File: config.mk
export PLATFORM = sky130hd
export DESIGN_NAME = iter_shift_unit
export DESIGN_NICKNAME = d
export VERILOG_FILES = /design/src/rtl/iter_shift_unit.sv
export SDC_FILE = /design/constraint.sdc
export NUM_CORES = 1
export LEC_CHECK = 0
export CORE_ASPECT_RATIO = 1.1
export CORE_MARGIN = 3
export CORE_UTILIZATION = 35
export DETAILED_ROUTE_END_ITERATION = 10
export GPL_TIMING_DRIVEN = 0
export HOLD_SLACK_MARGIN = 0.06
export PLACE_DENSITY_LB_ADDON = 0.05
export REMOVE_ABC_BUFFERS = 1
export SYNTH_ARGS = -nofsm -noshare
export SYNTH_HDL_FRONTEND = slang
export SYNTH_SLANG_ARGS = --single-unit
File: constraint.sdc
create_clock -name clk -period 5 [get_ports clk]
set_input_delay 0.75 -clock clk [delete_from_list [all_inputs] [get_ports clk]]
set_output_delay 0.75 -clock clk [all_outputs]
set_load 0.01 [all_outputs]
File: src/rtl/iter_shift_unit.sv
// Multi-cycle shift unit: shifts a latched operand one bit per cycle for SLL/SRL/SRA
// and their variable forms, signalling completion with a one-cycle done pulse.
module iter_shift_unit #(
  parameter int WIDTH = 32,
  parameter int SHW   = 5
) (
  input  logic             clk,
  input  logic             rst,
  input  logic             start,
  input  logic             flush,
  input  logic [1:0]       op,
  input  logic [WIDTH-1:0] operand,
  input  logic [WIDTH-1:0] shamt_src,
  output logic             busy,
  output logic             done,
  output logic [WIDTH-1:0] result
);

  typedef enum logic [1:0] {
    IDLE  = 2'd0,
    SHIFT = 2'd1,
    DONE  = 2'd2
  } state_t;

  localparam logic [1:0] OP_SRL = 2'b01;
  localparam logic [1:0] OP_SRA = 2'b10;

  state_t           state;
  logic [SHW-1:0]   cnt;
  logic [WIDTH-1:0] work;
  logic [1:0]       op_q;
  logic [SHW-1:0]   n_in;
  logic [WIDTH-1:0] work_nxt;
  logic             unused_shamt_hi;

  // One-bit shift step; the reserved encoding falls through to SLL.
  function automatic logic [WIDTH-1:0] shift_step(input logic [WIDTH-1:0] v,
                                                  input logic [1:0]       o);
    logic signed [WIDTH-1:0] s;
    s = signed'(v);
    case (o)
      OP_SRL:  return v >> 1;
      OP_SRA:  return unsigned'(s >>> 1);
      default: return v << 1;
    endcase
  endfunction

  assign n_in            = shamt_src[SHW-1:0];
  assign unused_shamt_hi = ^shamt_src[WIDTH-1:SHW];
  assign work_nxt        = shift_step(work, op_q);

  always_ff @(posedge clk) begin
    if (rst) begin
      state  <= IDLE;
      cnt    <= '0;
      work   <= '0;
      op_q   <= '0;
      result <= '0;
      busy   <= 1'b0;
      done   <= 1'b0;
    end else if (flush) begin
      // A flush in DONE leaves this cycle's pulse intact; it only blocks a new accept.
      state <= IDLE;
      busy  <= 1'b0;
      done  <= 1'b0;
    end else begin
      case (state)
        IDLE, DONE: begin
          if (start) begin
            work <= operand;
            op_q <= op;
            cnt  <= n_in;
            if (n_in == '0) begin
              result <= operand;
              state  <= DONE;
              busy   <= 1'b0;
              done   <= 1'b1;
            end else begin
              state <= SHIFT;
              busy  <= 1'b1;
              done  <= 1'b0;
            end
          end else begin
            state <= IDLE;
            busy  <= 1'b0;
            done  <= 1'b0;
          end
        end
        SHIFT: begin
          work <= work_nxt;
          cnt  <= cnt - 1'b1;
          if (cnt == SHW'(1)) begin
            result <= work_nxt;
            state  <= DONE;
            busy   <= 1'b0;
            done   <= 1'b1;
          end
        end
        default: begin
          state <= IDLE;
          busy  <= 1'b0;
          done  <= 1'b0;
        end
      endcase
    end
  end

endmodule

==> impl_results.md <==
- Kind of cell adding the most delay to the critical path: buffers and inverters
- Die X: between 100 and 150 um
- Cell count after synthesis: approximately 390
- Worst setup margin: ~1500 ps
- Drt total wl: 9.94 mm
- Yosys warns: 0
- Post-synth EDFFs: 0
- Outcome: finished, final reports clean
- CP startpoint kind: input pin
- Seq/Total Area, Yosys: between 40 and 50%
- Ys async rst share: 0%
- Dpl ws: 1200 ps
- # clock sinks: 74
- Worst Setup Path Type: in2reg
- Synth Area in XOR/XNOR: 0%
- F_max: 0.290 GHz
- Most used cell along the critical path: a211oi_1
- CTS Buffer Depth: 2
- P_leak: around 0.0016 uW
- Post-CTS sizing: 0
- CTS clk-pin slew, worst paths: ~80 ps
- Slew Limit Fails: 0
- Count of cell types in the netlist: 44
- Worst setup EP type: flip-flop
- TNS Setup: 0 ps
- Synthesis-stage register bit count: 74
- Iteration-0 DRC Markers: around 140
- Largest net degree at the start of global routing: 74
- Post-CTS Setup Bufs: 0
- Root buffer cell: clkbuf_8
- HP Class: reg2reg
- Initial DRT Pass Iterations: 4
- Largest stage delay, worst path: approximately 1200 ps
- Post-CTS Hold Fix Bufs: 0
- Detailed Place HPWL: 6.13 mm
- Fin. Hold Viols: 0
- Main synth FF type: dfxtp_1
- Clk_lat worst skew: roughly 350 ps
- WP buf/inv: 2
- Period utilization: between 60% and 70%
- Most frequent cells in the layout: clkdlybuf4s50_1, dfxtp_1, a211oi_1, a21oi_1, nor2_1
- Period minus WS final: between 3000 and 4000 ps
- First-pass GRT wire length: 16.5 mm
- Worst EP arrival: between 3000 and 4000 ps
- # IOs: around 100
- Placement Rows: 38
- Die Y: between 100 and 150 um
- VDD IR max: 154 uV
- Post-Syn Area: 3650 um^2
- Slowest cell on crit path: clkinv_1
- Crit path cell chain: clkdlybuf4s50_1 > clkinv_1 > o21ai_2 > a211oi_1 > a211oi_1
- Post-DR vias/cell: between 5 and 6
- Tot GR Track Use: between 15 and 20%
- Critical path data required time: ~5300 ps
- Mux contribution to synthesized area: around 1.1%
- Least-Margin Pin Slew: 1250 ps
- Fraction of layout cells with a size suffix above 1: 14.2%
- Antenna Nets Post-Route: 0
- PortBufs: 76
- Synth-to-Final Area Change: 29.0%
- Setup violations, final: 0
- Drt wl/cell: about 17 um
- Core area: roughly 10000 um^2
- Die area: ~12000 um^2
- CTS Buf Count: 9
- Most common cell after layout, fill and taps aside: clkdlybuf4s50_1
- Adder-Cell Fraction of Synth Area: 1.37%
- Syn_area_per_cell: ~9.4 um^2
- DRC violations left: 0
- Max-cap violations: 0
- Synth Area in Simple Gates: between 10% and 20%
- TritonCTS clock tree: yes
- PD cells: slightly above 300 nW/um^2
- H-tree depth: 3
- Antenna Cells: 0
- Compound-cell area share of the yosys netlist: about a third
- Via count: ~3100
- RSZ-0062 raised after global routing: false
- Global placement routability congestion: between 0.7 and 0.8
- Starting Density: roughly 36%
- Slew HR: between 10% and 20%
- Initial antenna violation count: 0
- Worst clock skew: 13.2 ps
- Vias in the first global route: 3118
- Crit path max fanout: 35
- Total Nets Final: 513
- Largest family of logic cells by synthesized area: compound AO/OA/AOI/OAI gates
- Grt total ovfl: 0
==> path summary, 6_finish.rpt <==
kind | startpoint | to | slack [ps] | depth (start not counted)
max reg2reg | op_q[0]$_SDFFE_PP0P_ | work[2]$_SDFFE_PP0P_ | 2290 | 6
min reg2reg | result[31]$_SDFFE_PP0P_ | result[31]$_SDFFE_PP0P_ | 450 | 2
max | flush | cnt[1]$_SDFFE_PP0P_ | 1550 | 5
min | result[31]$_SDFFE_PP0P_ | result[31]$_SDFFE_PP0P_ | 450 | 2
==> power breakdown <==
group,leakage (uW),internal [uW],switching [uW]
Combinational,0.000877,95.8,110
Sequential,0.000604,618,24.4
Clock,0.000123,359,231
Total,0.00160,1070,366
==> Yosys cell counts, types with 2 or more instances <==
cell type	count	share of area (%)
a211oi_1	43	8.8
a211oi_2	14	4.8
a21o_1	3	0.62
a21oi_1	40	5.5
a221oi_1	8	1.9
a221oi_2	19	7.8
and3_1	27	4.6
buf_2	8	1.1
buf_4	3	0.62
buf_6	6	1.8
clkbuf_1	19	2.0
dfxtp_1	74	41
ha_1	4	1.4
inv_1	9	0.92
mux2i_1	4	1.1
nand2_1	12	1.2
nand2b_1	2	0.34
nand3b_1	2	0.41
nor2_1	38	3.9
nor3_1	13	1.8
nor4b_1	4	0.96
o211ai_1	4	0.82
o21ai_0	10	1.4
==> routing by layer <==
layer	vias to the layer above	GRT usage [%]	share of wire [%]
met4	0	5.27	1.3
met2	59	26.6	45
li1	1580	-	-
met5	-	0	0
met3	12	3.82	4.2
met1	1468	25.2	49
==> flip-flops by register name, summed over array words and instances (netlist names) <==
register	flops
op_q	2
done	1
result	32
cnt	5
work	32
state	1
busy	1
==> cells by family after synthesis <==
group	count (synthesis)
mux	4
flops	74
compound gates	150
simple gates	106
fa+ha+maj	4
buf+inv	49
==> tightest hold or removal path: cells and delay by family (launching register included) <==
kind | cells | cell delay, ps
simple gates | 1 | 50
compound gates | 1 | 50
flops | 1 | 320
==> cell type report <==
type	count	area (um^2)
clock inverter	4	97.6
timing repair buffer	80	846
fill	994	5320
multi-input combinational	264	1920
sequential	74	1480
inverter	10	37.5
clock buffer	12	155
tap	140	175
==> stage by stage <==
stage	utilization [%]	hold slack, ps	area [um^2]	total power, uW	instances
6_report	47.0	453	4710	1440	584
5_1_grt	47.0	489	4710	1500	584
4_1_cts	47.0	456	4710	1460	584
3_5_place_dp	44.5	444	4460	862	568
3_3_place_gp	43.5	442	4370	857	564
2_1_floorplan	-	439	3430	766	348
(Power assumes the default switching activity.)
